===== src/rtl/ipsmacge_pkg.sv =====
// Shared types for the GE MAC link-speed sequencer: FSM state codes, speed codes,
// tx clock-select codes and the speed-to-clock mapping.
package ipsmacge_pkg;

  typedef enum logic [2:0] {
    ST_DOWN   = 3'd0,
    ST_RUN    = 3'd1,
    ST_DRAIN  = 3'd2,
    ST_SWITCH = 3'd3,
    ST_SETTLE = 3'd4
  } spd_state_e;

  localparam logic [1:0] SPD_10M  = 2'b00;
  localparam logic [1:0] SPD_100M = 2'b01;
  localparam logic [1:0] SPD_1G   = 2'b10;

  localparam logic [1:0] SEL_REF    = 2'b00;
  localparam logic [1:0] SEL_PIN2M5 = 2'b01;
  localparam logic [1:0] SEL_PLL125 = 2'b10;
  localparam logic [1:0] SEL_PLL25  = 2'b11;

  typedef struct packed {
    logic       link;
    logic [1:0] spd;
  } lnk_sta_t;

  // Any speed with bit 1 set is treated as 1G.
  function automatic logic [1:0] clk_map(input logic [1:0] spd, input logic gmii);
    logic [1:0] sel;
    if (spd[1])
      sel = SEL_PLL125;
    else if (gmii)
      sel = SEL_REF;
    else if (spd[0])
      sel = SEL_PLL25;
    else
      sel = SEL_PIN2M5;
    return sel;
  endfunction

endpackage


===== src/rtl/ipsmacge_spdflt.sv =====
// In-band link/speed status debounce: a new value is accepted only after STBCNT
// consecutive identical valid samples; invalid cycles are ignored entirely.
module ipsmacge_spdflt
  import ipsmacge_pkg::*;
#(
  parameter int STBCNT = 4
) (
  input  logic       txclk,
  input  logic       txrst_,
  input  logic       iifovld,
  input  logic [7:0] iifodat,
  output lnk_sta_t   flt
);

  localparam int RW = $clog2(STBCNT + 1) + 1;

  lnk_sta_t        cand;
  lnk_sta_t        prev;
  logic [RW-1:0]   runcnt;
  logic [RW-1:0]   run_nxt;
  logic            unused_dat;

  // Duplex and the upper status bits carry nothing the sequencer needs.
  assign unused_dat = ^{iifodat[7:3]};
  assign cand       = lnk_sta_t'({iifodat[0], iifodat[2:1]});

  // runcnt==0 only before the first valid sample after reset.
  always_comb begin
    run_nxt = RW'(1);
    if (runcnt != '0 && cand == prev) begin
      if (runcnt == RW'(STBCNT))
        run_nxt = runcnt;
      else
        run_nxt = runcnt + RW'(1);
    end
  end

  always_ff @(posedge txclk or negedge txrst_) begin
    if (!txrst_) begin
      prev   <= '0;
      runcnt <= '0;
      flt    <= '0;
    end else if (iifovld) begin
      prev   <= cand;
      runcnt <= run_nxt;
      if (run_nxt == RW'(STBCNT))
        flt <= cand;
    end
  end

endmodule


===== src/rtl/ipsmacge_spdseq.sv =====
// GE MAC link-speed sequencer: holds tx, waits for drain, reprograms clock select and
// speed, waits for settle and releases. Optional change counter: IPSMACGE_SPDSEQ_CHGCNT_EN.
//
// state  | meaning
// DOWN   | no link; tx held
// RUN    | link up at applied speed; tx released
// DRAIN  | change pending; tx held, waiting for framer idle or timeout
// SWITCH | one cycle; new speed and clock select applied on exit
// SETTLE | tx held while the new tx clock settles
module ipsmacge_spdseq
  import ipsmacge_pkg::*;
#(
  parameter int STBCNT = 4,
  parameter int SETTLE = 16,
  parameter int DRNTMO = 1024,
  parameter int CW     = 8
) (
  input  logic          txclk,
  input  logic          txrst_,
  input  logic          iifovld,
  input  logic [7:0]    iifodat,
  input  logic          itxidle,
  input  logic          pautodis,
  input  logic [1:0]    pmodspd,
  input  logic          pmodgmii,
  input  logic          pclrcnt,
  output logic          otxhold,
  output logic [1:0]    oselclk,
  output logic [1:0]    omodspd,
  output logic          olinkup,
  output logic          ochgint,
  output logic          oddrntmo,
  output logic [2:0]    stastate
`ifdef IPSMACGE_SPDSEQ_CHGCNT_EN
  ,
  output logic [CW-1:0] stachgcnt
`endif
);

  localparam int TMAX = (DRNTMO > SETTLE) ? DRNTMO : SETTLE;
  localparam int TW   = $clog2(TMAX) + 1;

  spd_state_e    state;
  lnk_sta_t      flt;
  lnk_sta_t      tgt;
  logic [1:0]    tgt_sel;
  logic [TW-1:0] tmr;
  logic          settle_done;

  ipsmacge_spdflt #(
    .STBCNT (STBCNT)
  ) u_spdflt (
    .txclk   (txclk),
    .txrst_  (txrst_),
    .iifovld (iifovld),
    .iifodat (iifodat),
    .flt     (flt)
  );

  // Forced mode bypasses the filter and implies link up.
  assign tgt         = pautodis ? lnk_sta_t'({1'b1, pmodspd}) : flt;
  assign tgt_sel     = clk_map(tgt.spd, pmodgmii);
  assign settle_done = (state == ST_SETTLE) && tgt.link && (tgt.spd == omodspd) && (tmr == '0);
  assign stastate    = state;

  always_ff @(posedge txclk or negedge txrst_) begin
    if (!txrst_) begin
      state    <= ST_DOWN;
      otxhold  <= 1'b1;
      omodspd  <= SPD_1G;
      oselclk  <= SEL_PLL125;
      olinkup  <= 1'b0;
      ochgint  <= 1'b0;
      oddrntmo <= 1'b0;
      tmr      <= '0;
    end else begin
      // Hold and link status follow the state one cycle late, so the clock
      // select (changed only on SWITCH exit) is always covered by the hold.
      otxhold <= (state != ST_RUN);
      olinkup <= (state == ST_RUN);
      ochgint <= 1'b0;
      if (pclrcnt)
        oddrntmo <= 1'b0;
      case (state)
        ST_DOWN: begin
          if (tgt.link)
            state <= ST_SWITCH;
        end
        ST_SWITCH: begin
          omodspd <= tgt.spd;
          oselclk <= tgt_sel;
          if (!tgt.link) begin
            state <= ST_DOWN;
          end else begin
            state <= ST_SETTLE;
            tmr   <= TW'(SETTLE - 1);
          end
        end
        ST_SETTLE: begin
          if (!tgt.link)
            state <= ST_DOWN;
          else if (tgt.spd != omodspd)
            state <= ST_SWITCH;
          else if (settle_done) begin
            state   <= ST_RUN;
            ochgint <= 1'b1;
          end else
            tmr <= tmr - TW'(1);
        end
        ST_RUN: begin
          if (!tgt.link || tgt.spd != omodspd || tgt_sel != oselclk) begin
            state <= ST_DRAIN;
            tmr   <= TW'(DRNTMO - 1);
          end
        end
        ST_DRAIN: begin
          if (itxidle)
            state <= ST_SWITCH;
          else if (tmr == '0) begin
            state    <= ST_SWITCH;
            oddrntmo <= 1'b1;
          end else
            tmr <= tmr - TW'(1);
        end
        default: state <= ST_DOWN;
      endcase
    end
  end

`ifdef IPSMACGE_SPDSEQ_CHGCNT_EN
  always_ff @(posedge txclk or negedge txrst_) begin
    if (!txrst_)
      stachgcnt <= '0;
    else if (pclrcnt)
      stachgcnt <= '0;
    else if (settle_done)
      stachgcnt <= stachgcnt + CW'(1);
  end
`else
  localparam int cw_unused = CW;
`endif

endmodule


===== config.mk =====
export PLATFORM = sky130hd
export DESIGN_NAME = ipsmacge_spdseq
export DESIGN_NICKNAME = d
export VERILOG_FILES = /design/src/rtl/ipsmacge_pkg.sv /design/src/rtl/ipsmacge_spdflt.sv /design/src/rtl/ipsmacge_spdseq.sv
export SDC_FILE = /design/constraint.sdc
export NUM_CORES = 1
export LEC_CHECK = 0
export CORE_MARGIN = 5
export CORE_UTILIZATION = 40
export CTS_CLUSTER_DIAMETER = 200
export CTS_CLUSTER_SIZE = 8
export DETAILED_ROUTE_END_ITERATION = 10
export PLACE_DENSITY = 0.65
export SYNTH_ARGS = -nofsm -noshare
export SYNTH_HDL_FRONTEND = slang
export SYNTH_SLANG_ARGS = --single-unit
export TNS_END_PERCENT = 10

===== constraint.sdc =====
create_clock -name txclk -period 5 [get_ports txclk]
set_input_delay 0.75 -clock txclk [delete_from_list [all_inputs] [get_ports txclk]]
set_output_delay 0.75 -clock txclk [all_outputs]
set_load 0.05 [all_outputs]

# Word-level counts from Yosys, hierarchy flattened
# Index checks and enable logic that the tools add are counted.
op_classes:
  mux: 31
  n_reduce_logical: 14
  eq_ne: 21
  addsub: 2
ops:
  columns: ["operator", "count"]
  rows:
  - ["two-way mux 11 bit", 7]
  - ["case mux 11 bit (4 select lines)", 1]
  - ["two-way mux 3 bit", 9]
  - ["case mux 3 bit (5 select lines)", 1]
  - ["!= test 2 bit (second input constant)", 7]
  - ["zero test 11 bit", 1]
  - ["subtractor 11 x 1 -> 11 bit (second input constant)", 1]
  - ["equality test 4 x 3 -> 1 bit (second input constant)", 2]
  - ["two-way mux 1 bit", 8]
  - ["two-way mux 4 bit", 2]
  - ["AND reduction 8 bit", 1]
  - ["nonzero test 4 bit", 2]
  - ["equality test 3 x 2 -> 1 bit (second input constant)", 2]
  - ["two-way mux 2 bit", 3]
  - ["adder 4 x 1 -> 4 bit (second input constant)", 1]
  - ["logical AND 1 bit", 4]
  - ["!= test 2 bit", 2]
  - ["!= test 4 x 3 -> 1 bit (second input constant)", 1]
  - ["AND reduction 4 bit", 1]
  - ["equality test 3 x 1 -> 1 bit (second input constant)", 1]
  - ["equality test 3 bit", 1]
  - ["equality test 3 bit (second input constant)", 1]
  - ["zero test 3 bit", 1]
  - ["!= test 3 x 1 -> 1 bit (second input constant)", 1]
  - ["6 further kinds", 7]
totals:
  out_inout_bits: 11
  in_bits: 17
  wordCells: 81
  reg_bits: 32

# Longest topological paths before layout
logic_depth:
  ltp_word: 8
  depth_mapped: 8
  ltp_nobuf: 8

# Cells and area by module
# A second synthesis with hierarchy kept.
hier_totals:
  cells_unflattened: 203
  hier_area_um2: 1953.1
by_module_without_submodules:
  columns: ["mod", "seq_area_each_um2", "area_per_inst_um2", "cells_per_inst", "instances"]
  rows:
  - ["ipsmacge_spdseq", 554.3, 1371.3, 152, 1]
  - ["ipsmacge_spdflt", 250.2, 581.8, 51, 1]

# Worst setup path before layout
# No wires, ideal clock.
synth_timing:
  path_kind: "input-to-reg"
  startpoint: "input port pautodis"
  endpoint: "register tmr[4]"
  setup_time_ns: 0.125
  cell_stages: 7
  arrival_ns: 2.364
  required_ns: 4.875
  slack_ns: 2.511
  path_buffers: 1
  path_cell_list: "clkbuf_1 > mux2i_1 > nor2b_1 > mux2i_1 > a21oi_2 > o21a_4 > mux2_4"
synth_between:
  elab_chain_cells: 8
  word_cells_on_any_way: 19
  cone_classes: "eq/ne: 8; mux: 4; reduce/logical: 7"
synth_rtl:
  columns: ["item", "line_no", "source"]
  rows:
  - ["start, declared", "ipsmacge_spdseq.sv:23", "input logic pautodis,"]
  - ["two-way mux 3 bit (*)", "ipsmacge_spdseq.sv:61", "assign tgt = pautodis ? lnk_sta_t'({1'b1, pmodspd}) : flt;"]
  - ["two-way mux 2 bit", "ipsmacge_pkg.sv:34", "else if (spd[0])"]
  - ["two-way mux 2 bit", "ipsmacge_pkg.sv:32", "else if (gmii)"]
  - ["two-way mux 2 bit", "ipsmacge_pkg.sv:30", "if (spd[1])"]
  - ["!= test 2 bit", "ipsmacge_spdseq.sv:111", "if (!tgt.link || tgt.spd != omodspd || tgt_sel != oselclk) begin"]
  - ["logical OR 1 bit", "ipsmacge_spdseq.sv:111", null]
  - ["!= test 2 x 1 -> 1 bit (no source line)", null, null]
  - ["AND reduction 8 bit (no source line) (*)", null, null]
  - ["end signal, assigned", "ipsmacge_spdseq.sv:108", "tmr <= tmr - TW'(1);"]
  - ["end signal, assigned", "ipsmacge_spdseq.sv:113", "tmr <= TW'(DRNTMO - 1);"]
  - ["end signal, assigned", "ipsmacge_spdseq.sv:123", "tmr <= tmr - TW'(1);"]
  - ["end, declared", "ipsmacge_spdseq.sv:47", "logic [TW-1:0] tmr;"]
# Every way passes the cells marked *; elsewhere a longest branch is shown, timed or not.
# A chain may end at the register's enable or synchronous reset.

# Worst setup path after layout
# Ends and elaborated chain as after synthesis.

==> metrics.md <==
| Metric | Value |
|---|---|
| Mapped Cells | 199 |
| RSZ-0062 raised after global routing | no |
| Status | completed |
| CP arrival | 3.00 ns |
| Pin count of the biggest net entering global routing | 33 |
| Critical path start-end classification | input pin to register |
| Netlist cell types | 50 |
| CTS max path bufs | 2 |
| Vias in the first global route | 1453 |
| Final setup viols | 0 |
| Synth top area share | 38.01% |
| Min-delay worst type | register to register |
| Routability cong. | 0.7863 |
| Sink Count | 32 |
| Port buffer count | 22 |
| FFs w/ async S/R, synth | 100.0% |
| EDFF count, synth | 0 |
| Maximum vdd drop | 0.3771 mV |
| Post-cts resize count | 0 |
| Crit share post-route | 56.61% |
| Die ar. | 0.006255 mm^2 |
| LEAKAGE | 0.0009017 uW |
| Area leader, netlist | dfrtp_1 |
| Area grow syn2layout | 17.69% |
| Reg clk slew, reported paths | 0.07 ns |
| Iter 0 DRT Violations | 53 |
| Clock root cell | clkbuf_8 |
| Fin nets | 241 |
| Core area | 0.004692 mm^2 |
| Actual slew at the worst max-slew pin | 0.7685 ns |
| Mapped Area | 0.001909 mm^2 |
| Initial antenna violation count | 0 |
| Gr usage total | 13.42% |
| Fmax | 353.3 MHz |
| Chip Width | 79.09 um |
| Final Hold Fails | 0 |
| Min Hold Slack | 0.5033 ns |
| Grt ovf | 0 |
| Critical path startpoint category | input pin |
| Postcts setup bufs | 0 |
| CTS tree | done |
| Critical Path End Type | register |
| Post-place setup slack | 1.890 ns |
| WL final | 3784 um |
| Slew Limit Fails | 0 |
| Layout Skew | 0.003148 ns |
| DRC | 0 |
| CTS Hold Bufs | 0 |
| Antenna cells | 0 |
| Rel. slew slack | 48.37% |
| Synth top area cells | dfrtp_1 (38%), o21ai_0 (5.5%), mux2_2 (4.7%) |
| I/O pin total | 28 |
| Die Span Y | 79.09 um |
| Total CTS buffers | 5 |
| First-pass GRT wire length | 6686 um |
| Syn_area_per_cell | 9.595 um^2 |
| Ys Warns | 0 |
| FP Rows | 25 |
| Critical Path RT | 5.17 ns |
| Primary FF master, synth | dfrtp_1 |
| Cell Pwr Density | 538.5 mW/mm^2 |
| DRT Pass-1 Iters | 4 |
| H-tree Lvls | 2 |
| Post-route setup slack | 2.170 ns |
| Clk_lat worst skew | 0.28 ns |
| HPWL after DPL | 2734 um |
| Share of post-route cells with drive strength above 1 | 15.38% |
| Syn nets | 220 |
| Period minus WS final | 2.830 ns |
| Setup TNS | 0 ns |
| Initial Util | 40.69% |
| Max_cap viols | 0 |
| Critical path fanouts, max | 8 |
| Via density | 5.578 |
| WL/cell | 13.76 um |
| Synth Register Bits | 32 |
| Seq/Total Area, Yosys | 42.14% |
| Via Count | 1534 |
| Post-DRT Antenna Nets | 0 |
[state kept, by name (all words and copies together) (netlist names)]
| signal | cells |
|---|---|
| ochgint | 1 |
| oddrntmo | 1 |
| olinkup | 1 |
| omodspd | 2 |
| oselclk | 2 |
| otxhold | 1 |
| stastate | 3 |
| tmr | 11 |
| u_spdflt.flt | 3 |
| u_spdflt.prev | 3 |
| u_spdflt.runcnt | 4 |
[through the flow]
step	cell area, um^2	util, %	total power [uW]	instances
2_1_floorplan	1909	-	867.5	199
3_3_place_gp	2155	45.92	1007	267
3_5_place_dp	2155	45.92	1013	267
4_1_cts	2247	47.89	1224	275
5_1_grt	2247	47.89	1311	275
6_report	2247	47.89	1210	275
[layout make-up]
class	instances	area (um^2)
Clock inverter	2	10.01
Fill cell	453	2445
Sequential cell	32	804.5
Clock buffer	6	82.58
Multi-Input combinational cell	145	1006
Inverter	13	48.80
Timing Repair Buffer	23	227.7
Tap cell	54	67.56
[cell usage in the layout (no fill, tap or decap), drive strengths merged, types with 2 or more instances in the layout]
cell type | synthesis | layout
o21ai | 21 | 21
nand4 | 2 | 2
ha | 4 | 4
o211ai | 5 | 5
a21oi | 4 | 4
or3 | 2 | 2
or3b | 2 | 2
o21a | 3 | 3
inv | 13 | 13
nand3 | 8 | 8
nor3 | 7 | 7
o31ai | 2 | 2
a21o | 2 | 2
nor4 | 4 | 4
xor2 | 3 | 3
nor2 | 16 | 16
clkinv | 0 | 2
or2 | 2 | 2
xnor2 | 6 | 6
dfrtp | 29 | 29
mux2i | 3 | 3
nand2 | 13 | 13
mux2 | 11 | 11
clkdlybuf4s50 | 0 | 22
o311ai | 2 | 2
a31oi | 2 | 2
clkbuf | 6 | 6
o221ai | 2 | 2
nand2b | 5 | 5
dfstp | 3 | 3
[kinds of logic (layout without fill, tap and decap cells)]
kind of cell	after synthesis	after routing	share of synthesized area [%]
multiplexers	14	14	8.650
buffers and inverters	22	44	5.177
AND/OR/NAND/NOR	67	67	18.61
adder cells (fa/ha/maj)	4	4	2.621
XOR/XNOR	9	9	4.129
AO/OA/AOI/OAI	51	51	18.68
flip-flops	32	32	42.14
[final timing paths]
| check | slack, ns | cells after the start | to | startpoint |
|---|---|---|---|---|
| max | 2.17 | 7 | tmr[4] | pautodis |
| min | 0.50 | 1 | tmr[9] | tmr[9] |
| max reg2reg | 2.53 | 5 | tmr[4] | tmr[7] |
| min reg2reg | 0.50 | 1 | tmr[9] | tmr[9] |
| max in group asynchronous | 3.80 | 2 | omodspd[1] | txrst_ |
| min in group asynchronous | 0.87 | 2 | tmr[1] | txrst_ |
[critical path, cell delays in order]
cell and delay [ns]:
clkdlybuf4s50_1 0.60, mux2i_1 0.37, nor2b_1 0.25, mux2i_1 0.13
a21oi_2 0.35, o21a_4 0.24, mux2_4 0.30
[power breakdown]
group          internal, uW  switching, uW  total, uW  leakage [uW]
Combinational           241            340        581      0.000456
Sequential              339           88.1        427      0.000395
Clock                   110           92.9        203     0.0000510
Total                   689            521       1210      0.000902
[metal layers]
metal	up-vias	share of wire [%]	global-route usage, %
met5	-	0	0
met1	728	46	17.34
met3	5	4.7	4.195
met2	38	48	21.46
li1	763	-	-
met4	0	1.4	4.124
[synthesized netlist by cell type (3+ instances only)]
cell      number
inv_1         13
nand3_1        8
mux2i_1        3
mux2_2         8
a21oi_1        3
nand2_1       12
mux2_4         3
clkbuf_1       6
ha_1           4
nor2_1        15
dfstp_2        3
o21ai_0       21
dfrtp_1       29
o211ai_1       5
nor3_1         7
nand2b_1       5
xnor2_1        6
xor2_1         3
nor4_1         4
Note: power is estimated with default switching activity, not from simulation.
